**config.mk**
```make
export PLATFORM = sky130hd
export DESIGN_NAME = instr_fetch_unit
export DESIGN_NICKNAME = d
export VERILOG_FILES = /design/src/rtl/instr_fetch_unit.sv
export SDC_FILE = /design/constraint.sdc
export NUM_CORES = 1
export LEC_CHECK = 0
export CORE_UTILIZATION = 30
export DETAILED_ROUTE_END_ITERATION = 12
export PLACE_DENSITY = 0.63
export SLEW_MARGIN = 10
export SYNTH_ARGS = -nofsm -noshare
export SYNTH_HDL_FRONTEND = slang
export SYNTH_SLANG_ARGS = --single-unit
```
**constraint.sdc**
```tcl
create_clock -name clk -period 4.4 [get_ports clk]
set_input_delay 1.1 -clock clk [delete_from_list [all_inputs] [get_ports clk]]
set_output_delay 1.1 -clock clk [all_outputs]
set_load 0.005 [all_outputs]
```
**src/rtl/instr_fetch_unit.sv**
```systemverilog
// Fetch stage of the multicycle RV32I core: owns PC and IR and runs one
// req/gnt/rvalid read on imem per fetch_start, reporting misalign/bus-error/timeout faults.
module instr_fetch_unit #(
  parameter logic [31:0] RESET_PC    = 32'h0000_0000,
  parameter int          TIMEOUT_CYC = 255
) (
  input  logic        clk,
  input  logic        rst_n,
  input  logic        fetch_start,
  input  logic        pc_load,
  input  logic [31:0] pc_load_val,
  input  logic        pc_inc,
  output logic        imem_req,
  output logic [31:0] imem_addr,
  input  logic        imem_gnt,
  input  logic        imem_rvalid,
  input  logic [31:0] imem_rdata,
  input  logic        imem_err,
  output logic [31:0] pc,
  output logic [31:0] pc_plus4,
  output logic [31:0] instr,
  output logic [6:0]  opcode,
  output logic        fetch_busy,
  output logic        fetch_done,
  output logic        fetch_fault,
  output logic [1:0]  fault_cause,
  output logic [1:0]  dbg_state
);

  // Handshake: imem_req is held while in REQ and the request is accepted on the
  // cycle imem_gnt is seen high; imem_rvalid is only honoured in WAIT, and
  // imem_err is meaningful only together with imem_rvalid.

  typedef enum logic [1:0] {
    IDLE = 2'd0,
    REQ  = 2'd1,
    WAIT = 2'd2,
    DONE = 2'd3
  } state_e;

  localparam logic [31:0] NOP_INSTR    = 32'h0000_0013;
  localparam logic [7:0]  TIMEOUT_LAST = 8'(TIMEOUT_CYC - 1);

  localparam logic [1:0] CAUSE_NONE  = 2'b00;
  localparam logic [1:0] CAUSE_ALIGN = 2'b01;
  localparam logic [1:0] CAUSE_BUS   = 2'b10;
  localparam logic [1:0] CAUSE_TMO   = 2'b11;

  state_e      state, state_d;
  logic [7:0]  timer;
  logic        addr_load, ir_load, cause_load, timer_clr, timer_inc;
  logic [1:0]  cause_d;

  always_ff @(posedge clk or negedge rst_n) begin
    if (!rst_n) state <= IDLE;
    else        state <= state_d;
  end

  always_comb begin
    state_d    = state;
    addr_load  = 1'b0;
    ir_load    = 1'b0;
    cause_load = 1'b0;
    cause_d    = CAUSE_NONE;
    timer_clr  = 1'b0;
    timer_inc  = 1'b0;
    case (state)
      IDLE: begin
        if (fetch_start) begin
          cause_load = 1'b1;
          if (pc[1:0] != 2'b00) begin
            cause_d = CAUSE_ALIGN;
            state_d = DONE;
          end else begin
            addr_load = 1'b1;
            state_d   = REQ;
          end
        end
      end
      REQ: begin
        if (imem_gnt) begin
          timer_clr = 1'b1;
          state_d   = WAIT;
        end
      end
      WAIT: begin
        // A response on the final timer cycle still wins over the timeout.
        if (imem_rvalid) begin
          if (imem_err) begin
            cause_load = 1'b1;
            cause_d    = CAUSE_BUS;
          end else begin
            ir_load = 1'b1;
          end
          state_d = DONE;
        end else if (timer == TIMEOUT_LAST) begin
          cause_load = 1'b1;
          cause_d    = CAUSE_TMO;
          state_d    = DONE;
        end else begin
          timer_inc = 1'b1;
        end
      end
      DONE: state_d = IDLE;
      default: state_d = IDLE;
    endcase
  end

  always_ff @(posedge clk or negedge rst_n) begin
    if (!rst_n) begin
      imem_addr   <= '0;
      instr       <= NOP_INSTR;
      fault_cause <= CAUSE_NONE;
      timer       <= '0;
    end else begin
      if (addr_load)  imem_addr   <= pc;
      if (ir_load)    instr       <= imem_rdata;
      if (cause_load) fault_cause <= cause_d;
      if (timer_clr)      timer <= '0;
      else if (timer_inc) timer <= timer + 8'd1;
    end
  end

  // PC runs independently of the FSM; the bus uses the latched imem_addr.
  always_ff @(posedge clk or negedge rst_n) begin
    if (!rst_n)       pc <= RESET_PC;
    else if (pc_load) pc <= pc_load_val;
    else if (pc_inc)  pc <= pc_plus4;
  end

  assign pc_plus4    = pc + 32'd4;
  assign opcode      = instr[6:0];
  assign imem_req    = (state == REQ);
  assign fetch_busy  = (state == REQ) || (state == WAIT);
  assign fetch_done  = (state == DONE);
  assign fetch_fault = (state == DONE) && (fault_cause != CAUSE_NONE);
  assign dbg_state   = state;

endmodule

```
* Word level (Yosys, flattened, before mapping)
Index checks and enable logic that the tools add are counted.
** Storage, ports and cells
- Register bits after elaboration :: 108
- Latch bits :: 0
- Memory bits (writable) :: 0
- Memory bits (read-only) :: 0
- Output and inout port bits :: 143
- Logic and storage cells :: 55
- Memories :: 0
** Operators by class
- $add $sub $neg :: 2
- Multiply operators :: 0
- Div/mod/pow operators :: 0
- $lt $le $gt $ge :: 0
- Eq/ne operators :: 7
- Shift-type cells :: 0
- Multiplexer cells :: 32
- Bitwise operators :: 0
- Reduce and logical (&&, ||, !) cells :: 8
** Operators with widths (count)
- two-way mux 32 bit :: 2
- adder 32 x 3 -> 32 bit, second input constant :: 1
- two-way mux 1 bit :: 17
- two-way mux 2 bit :: 8
- two-way mux 8 bit :: 2
- adder 8 x 1 -> 8 bit, second input constant :: 1
- equality test 8 bit, second input constant :: 1
- one-hot mux 2 bit (4 select lines) :: 1
- nonzero test 2 bit :: 4
- equality test 2 bit, second input constant :: 2
- one-hot mux 2 bit (2 select lines) :: 1
- inequality test 3 bit, second input constant :: 1
- AND reduction 3 bit :: 1
- equality test 2 x 1 -> 1 bit, second input constant :: 1
- zero test 2 bit :: 1
- inequality test 2 x 1 -> 1 bit, second input constant :: 1
- inequality test 2 bit, second input constant :: 1
- one-hot mux 1 bit (2 select lines) :: 1
- logical AND 1 bit :: 1
- logical OR 1 bit :: 1

* Logic depth before layout (Yosys ltp)
Gate-level depths: netlist (run 1).
- Word-level depth :: 6
- Mapped depth :: 8

* Worst setup path after synthesis (run 1)
Ideal clock, no wire load.
- Path kind :: reg2out
- From :: register pc[2]
- To :: output pc_plus4[28]
- Arrival :: 1.913 ns
- Required time :: 3.300 ns
- Path slack :: 1.387 ns
- Cell stages (with the launch flop) :: 7
- Buffers on the path :: 1
- Cell sequence :: dfrtp_1 > ha_1 > nand4_1 > or4_1 > buf_2 > nor3_1 > xor2_1
** On the way
- Longest elaborated chain between the ends :: 1
** RTL lines
- start, declared :: line 19 : output logic [31:0] pc,
- start signal, assigned :: line 127 : else if (pc_load) pc <= pc_load_val;
- start signal, assigned :: line 128 : else if (pc_inc) pc <= pc_plus4;
- adder 32 x 3 -> 32 bit :: line 131 : assign pc_plus4 = pc + 32'd4;
- end, declared :: line 20 : output logic [31:0] pc_plus4,
Every way passes these cells.

* Worst setup path after layout (run 1)
Same ends and word-level chain as after synthesis.

==> results.cfg, run 1 <==
[clock_tree]
clkTransAtPathRegs_ns = 0.07
cts_buffers = 9
cts_max_level = 3
cts-root-buf = clkbuf_16
numClockSinks = 108
clkLatencyLatePin_ns = 0.35
cts_tree = done
clock_tree.buffer_depth = 2

[power_and_ir_drop]
irDropWorstVdd_uv = 215
switching_share_pct = 29.1
combPwrFrac_pct = 40.2
seq_power_share_pct = 39.1
switching_power_mw = 1.20
p_per_area_nw_per_um2 = 508
p_leak_nw = 3.23
power.internal_mw = 2.94
p_clk_share_pct = 20.7

[placement]
numPortBuffers = 214
place_hpwl_um = 12500
place_congestion = 0.878
placed_area_um2 = 7840

[yosys]
yosys.area_share.simple_pct = 16.7
ys_seq_area_share_pct = 48.9
synth_largest_area_cell = dfrtp_1
avgSynthCellArea_um2 = 10.7
yosysWarnings = 0
syn_area_um2 = 5540
async_flop_share_pct = 100
synth-compound-area-share_pct = 7.52
synth_area_leaders = dfrtp_1 47%, mux2_2 13%, xor2_1 3.5%, xnor2_1 3.2%, nand2_1 2.8%
synthMuxAreaShare_pct = 13.7
ys.flop_type = dfrtp_1
synth_seq_cells = 108
synth_fp_nets = 595
synth_top_family_by_area = simple AND/OR/NAND/NOR gates
yosys.area_share.adder_pct = 1.58
synth_cell_types = 48
synth_edf_count = 0
synth_xor_area_share_pct = 6.64
synth_top_cell_area_share_pct = 47.4
syn_inst = 516

[die]
core_area_um2 = 18000
die_h_um = 138
pin_count = 215
dieArea_um2 = 19000
start_util_pct = 30.7
die_w_um = 138
rows = 49

[worst_setup_path]
cp-startpoint = pc[2]
path_class = register to primary output
path_max_fanout = 13
arrival_ns = 2.96
timing.rr.end = pc[28]
cp-end-kind = primary output
rr_startpoint = pc[2]
r2r_cells = 5
cp.required_ns = 3.30
startpoint_type = register
r2r_slack_ns = 2.07

[routing]
viasPerCell = 5.01
drt_pass1_iterations = 4
routed_wl_um = 16700
first_iter_violations = 303
wire_per_inst_um = 17.7
ant_nets = 0
drc = 0
vias = 4729

[final_layout]
post_route_cells_drive_above_1_share_pct = 14.7
fillers = 1684
fin_area_um2 = 8160
regArea_um2 = 2710
layout.nets = 788
antennaDiodeCount = 0
syn2layout_area_growth_pct = 47.3
multi_input_area_um2 = 2580

[global_routing]
grtUsageTotal_pct = 17.6
grt_pass1_wl_um = 25300
antenna_found_initial = 0
grt_pass1_vias = 4705
grt_start_max_net_pins = 71
overflow = 0

[timing]
slew_violations = 0
rsz0062_at_grt = no
worst_pin_slew_ns = 0.939
max_slew_margin_pct = 37.4
fin_worst_skew_ns = 0.00835
max_clock_freq_mhz = 247
finalHoldViolations = 0
min_period_over_period_pct = 92.2
fin_crit_ns = 4.06
finalSetupTns_ns = 0
finalSetupViolCount = 0

[min_path]
hold_class = register to register
worstHoldStart = imem_addr[0]
min_path_cells = 1
hold-path-endpoint = imem_addr[0]

[status]
status = complete, no violations

[run]
max_cap_violations = 0
[per-stage QoR]
| stage | setup slack (ns) | util [%] | power (mW) | hold slack [ns] | cells |
|---|---|---|---|---|---|
| 2_1_floorplan | 1.39 | - | 2.24 | 0.488 | 516 |
| 3_3_place_gp | 0.638 | 43.5 | 3.28 | 0.483 | 927 |
| 3_5_place_dp | 0.549 | 43.5 | 3.32 | 0.487 | 927 |
| 4_1_cts | 0.154 | 45.2 | 4.20 | 0.507 | 943 |
| 5_1_grt | 0.185 | 45.3 | 4.39 | 0.511 | 943 |
| 6_report | 0.345 | 45.3 | 4.14 | 0.504 | 943 |
[Yosys cell counts (all sizes together), types with 4 or more instances]
master  number
nand4       17
nor3         9
a21oi        5
a31oi       14
ha           7
mux2        64
o211ai       6
mux2i        4
or4         20
inv         11
o21ai       14
dfrtp      105
xnor2       20
nor2        34
xor2        22
nand2       43
clkbuf      20
buf         24
nand3       17
o31ai       13
nor2b        5
nor4         9
[worst max-delay path: stages, from the launching register on]
cell and delay, ns:
dfrtp_1 0.45, ha_1 0.27, nand4_1 0.24, or4_4 0.65
nor3_1 0.29, xor2_1 0.18, clkdlybuf4s50_1 0.52
[worst max-delay path by stage]
stage                   end  slack (ns)  cells past startpoint
3_3_place_gp   pc_plus4[28]        0.64                      6
3_5_place_dp   pc_plus4[28]        0.55                      6
5_1_grt        pc_plus4[28]        0.18                      6
2_1_floorplan  pc_plus4[28]        1.39                      6
4_1_cts        pc_plus4[28]        0.15                      6
6_report       pc_plus4[28]        0.34                      6
[placed cells by master, fill, tap and decap left out, types with 9 or more instances in the layout]
master | synthesis | routed
a31oi_1 | 14 | 14
buf_4 | 12 | 13
clkbuf_16 | 0 | 9
clkdlybuf4s50_1 | 0 | 213
dfrtp_1 | 105 | 105
inv_1 | 11 | 11
mux2_2 | 64 | 64
nand2_1 | 42 | 42
nand3_1 | 16 | 16
nand4_1 | 16 | 16
nor2_1 | 34 | 34
nor3_1 | 9 | 9
nor4_1 | 9 | 9
o21ai_0 | 14 | 14
o31ai_1 | 13 | 13
or4_1 | 18 | 17
xnor2_1 | 20 | 20
xor2_1 | 22 | 22
[registers in the layout, indices dropped and copies added, names as in the netlist]
signal and cells:
imem_addr 32, fault_cause 2, timer 8, dbg_state 2, instr 32, pc 32
[kinds of logic after synthesis]
group,Yosys count
AOI/OAI and AO/OA,63
DFF,108
buffers and inverters,56
and+or+nand+nor,172
muxes,68
adders and majority gates,7
xor gates and xnor gates,42
[power groups by stage]
stage	sequential, mW	clock (mW)	combinational, mW
after floorplan	1.60	0	0.638
after global placement	1.61	0	1.67
after detailed placement	1.64	0	1.69
after CTS	1.62	0.883	1.70
after global routing	1.67	0.920	1.80
final	1.62	0.857	1.67
[area by class of cell]
cell class,instances,share of cell area [%]
tap,229,3.51
clock buffer,11,3.10
inverter,12,0.552
sequential,108,33.2
clock inverter,5,0.736
timing repair buffer,226,27.3
multi-input combinational,352,31.6
[timing repair]
action | in CTS | in global routing
gates resized for setup | 0 | 1
hold buffers | 0 | 0
setup endpoints to repair | 0 | 1
buffers inserted | 0 | 0
[layer usage]
metal	GRT usage [%]	up-vias	wire (um)	part of all wire, %
met5	0	-	0	0
li1	-	2237	-	-
met4	6.88	0	316	1.9
met3	3.98	19	926	5.6
met2	28.5	145	8130	49
met1	22.8	2328	7280	44
(Power assumes the default switching activity.)
==> run 2, diff against run 1 <==
--- a/config.mk
+++ b/config.mk
@@ -5,9 +5,11 @@
 export SDC_FILE = /design/constraint.sdc
 export NUM_CORES = 1
 export LEC_CHECK = 0
-export CORE_UTILIZATION = 30
+export ABC_AREA = 1
+export CORE_UTILIZATION = 48
 export DETAILED_ROUTE_END_ITERATION = 12
-export PLACE_DENSITY = 0.63
+export GPL_TIMING_DRIVEN = 1
+export PLACE_DENSITY = 0.91
 export SLEW_MARGIN = 10
 export SYNTH_ARGS = -nofsm -noshare
 export SYNTH_HDL_FRONTEND = slang
==> run 2 against run 1 <==
Net effect:
- register-to-register slack better by 0.42 ns
- utilization is 27 points higher
- die area is 38% lower
- non-clock buffer count is 6 lower
- critical path type unchanged
- critical endpoint is now pc_plus4[26]
- highest routed layer unchanged
==> results.cfg, run 2 <==
[placement]
dp_cells = 961
numPortBuffers = 214
place_hpwl_um = 11600
place_congestion = 0.860

[routing]
first_iter_violations = 285
drc = 0
viasPerCell = 5.09
vias = 4964
ant_nets = 0
drt_pass1_iterations = 4
routed_wl_um = 15400
wire_per_inst_um = 15.7

[clock_tree]
clkTransAtPathRegs_ns = 0.07
cts_buffers = 9
cts-resized-gates = 0
clock_tree.buffer_depth = 2
cts_hold_buf = 0
cts_tree = done
postCtsSetupBuffers = 0
numClockSinks = 108
cts_max_level = 3
cts-root-buf = clkbuf_16
clkLatencyLatePin_ns = 0.34

[die]
core_area_um2 = 11000
start_util_pct = 49.8
die_w_um = 109
die_h_um = 109
rows = 38
dieArea_um2 = 11800
pin_count = 215

[yosys]
ys_seq_area_share_pct = 49.4
syn_inst = 627
async_flop_share_pct = 100
syn_area_um2 = 5470
synth_most_common_cell = nand2_1
synth_top_cell_area_share_pct = 48.0
synth_commonest_cells = 210 x nand2_1, 105 x dfrtp_1, 58 x inv_1
synth_seq_cells = 108
yosysWarnings = 0
synth_edf_count = 0
avgSynthCellArea_um2 = 8.73
ys.flop_type = dfrtp_1
synth_cell_types = 34
synth_largest_area_cell = dfrtp_1
synth_area_leaders = dfrtp_1 48%, nand2_1 14%, mux2_2 6.6%, inv_1 4.0%, a22oi_1 3.4%
synth_fp_nets = 706

[worst_setup_path]
r2r_slack_ns = 2.49
startpoint_type = register
arrival_ns = 2.31
path_class = register to primary output
cp.required_ns = 3.30
path_max_fanout = 5
cp-end-kind = primary output

[timing]
finalSetupTns_ns = 0
finalSetupViolCount = 0
finalHoldViolations = 0
min_period_over_period_pct = 77.5
max_slew_margin_pct = 41.6
rsz0062_at_grt = no
fin_worst_skew_ns = 0.0165
fin_crit_ns = 3.41
worst_pin_slew_ns = 0.874
slew_violations = 0
max_clock_freq_mhz = 293

[global_routing]
overflow = 0
grt_start_max_net_pins = 109
grtUsageTotal_pct = 26.8
grt_pass1_vias = 4996
antenna_found_initial = 0
grt_pass1_wl_um = 24400

[final_layout]
final_common_cell = clkdlybuf4s50_1
syn2layout_area_growth_pct = 45.9
regArea_um2 = 2710
multi_input_area_um2 = 2410
post_route_cells_drive_above_1_share_pct = 10.6
layout_common_cells = 213 x clkdlybuf4s50_1, 209 x nand2_1, 105 x dfrtp_1, 58 x inv_1, 39 x nor2_1
antennaDiodeCount = 0
fillers = 830
fin_cells = 976
largestRegisters = imem_addr x32, instr x32, pc x32
layout.nets = 911

[run]
max_cap_violations = 0

[power_and_ir_drop]
power.internal_mw = 2.79
switching_power_mw = 1.24
p_per_area_nw_per_um2 = 506
seq_power_share_pct = 40.2
p_leak_nw = 3.61
p_clk_share_pct = 18.9
switching_share_pct = 30.8
combPwrFrac_pct = 40.9
irDropWorstVdd_uv = 332

[status]
status = complete, no violations

[min_path]
hold_class = register to register
## run 2: cell types whose count changed after synthesis, sizes merged, moves of 13 or more
| cell | change |
|---|---|
| or4 | -20 |
| o31ai | -13 |
| xnor2 | -19 |
| nand4 | -16 |
| a31oi | -14 |
| nor2 | +21 |
| nand2 | +174 |
| mux2 | -32 |
| a22oi | +23 |
| inv | +48 |
| o21ai | +20 |
## run 2: power by group through the flow
stage          logic (mW)  registers [mW]  clock network (mW)
3_5_place_dp         1.66            1.64                   0
4_1_cts              1.67            1.63               0.777
5_1_grt              1.82            1.67               0.817
3_3_place_gp         1.63            1.62                   0
2_1_floorplan       0.611            1.62                   0
6_report             1.65            1.62               0.762
## run 2: cell families (layout without fill, tap and decap cells)
family	after synthesis	count (layout)	synth area share (%)
AOI/OAI and AO/OA	70	70	8.07
adders and majority gates	7	7	1.60
muxes	32	32	6.58
xor gates and xnor gates	18	18	3.70
buffers and inverters	86	295	6.65
and+or+nand+nor	306	306	24.0
DFF	108	108	49.4
## run 2: final timing paths
kind	cells past startpoint	startpoint	end
setup / recovery	9	pc[2]	pc_plus4[26]
hold / removal	2	imem_addr[16]	imem_addr[16]
setup reg to reg	8	dbg_state[0]	imem_addr[23]
hold reg to reg	2	imem_addr[16]	imem_addr[16]
max in group asynchronous	2	rst_n	imem_addr[22]
min in group asynchronous	2	rst_n	imem_addr[2]
## run 2: final cells by class
class	instances	share of cell area [%]
clock buffer	10	2.99
timing repair buffer	220	27.5
sequential	108	33.9
inverter	60	2.82
multi-input combinational	433	30.2
clock inverter	5	0.454
tap	140	2.19
## run 2: through the flow
| step | instance area (um^2) | hold WS (ns) | utilization (%) | power, mW | setup WS [ns] |
|---|---|---|---|---|---|
| after global routing | 7990 | 0.498 | 72.7 | 4.31 | 0.794 |
| after CTS | 7990 | 0.485 | 72.7 | 4.07 | 0.956 |
| final | 7990 | 0.482 | 72.7 | 4.04 | 0.989 |
| after detailed placement | 7710 | 0.465 | 70.2 | 3.30 | 1.32 |
| after global placement | 7710 | 0.465 | 70.2 | 3.25 | 1.40 |
| after floorplan | 5470 | 0.472 | - | 2.23 | 1.94 |
## run 2: critical path: stages, from the launching register on
cell and delay, ns:
dfrtp_1 0.42, ha_1 0.25, inv_1 0.08, nor2_2 0.17, nand2_4 0.10, nor2_4 0.19, nand2_1 0.07, nand2_1 0.07
and2_1 0.13, clkdlybuf4s50_1 0.50
## run 2: per-layer routing
layer  vias up  wire length, um  track usage, %
met1      2336             6030            31.3
met3        20             1280            5.86
met5         -                0               0
met2       203             7840            48.6
met4         0              214            8.30
li1       2405                -               -
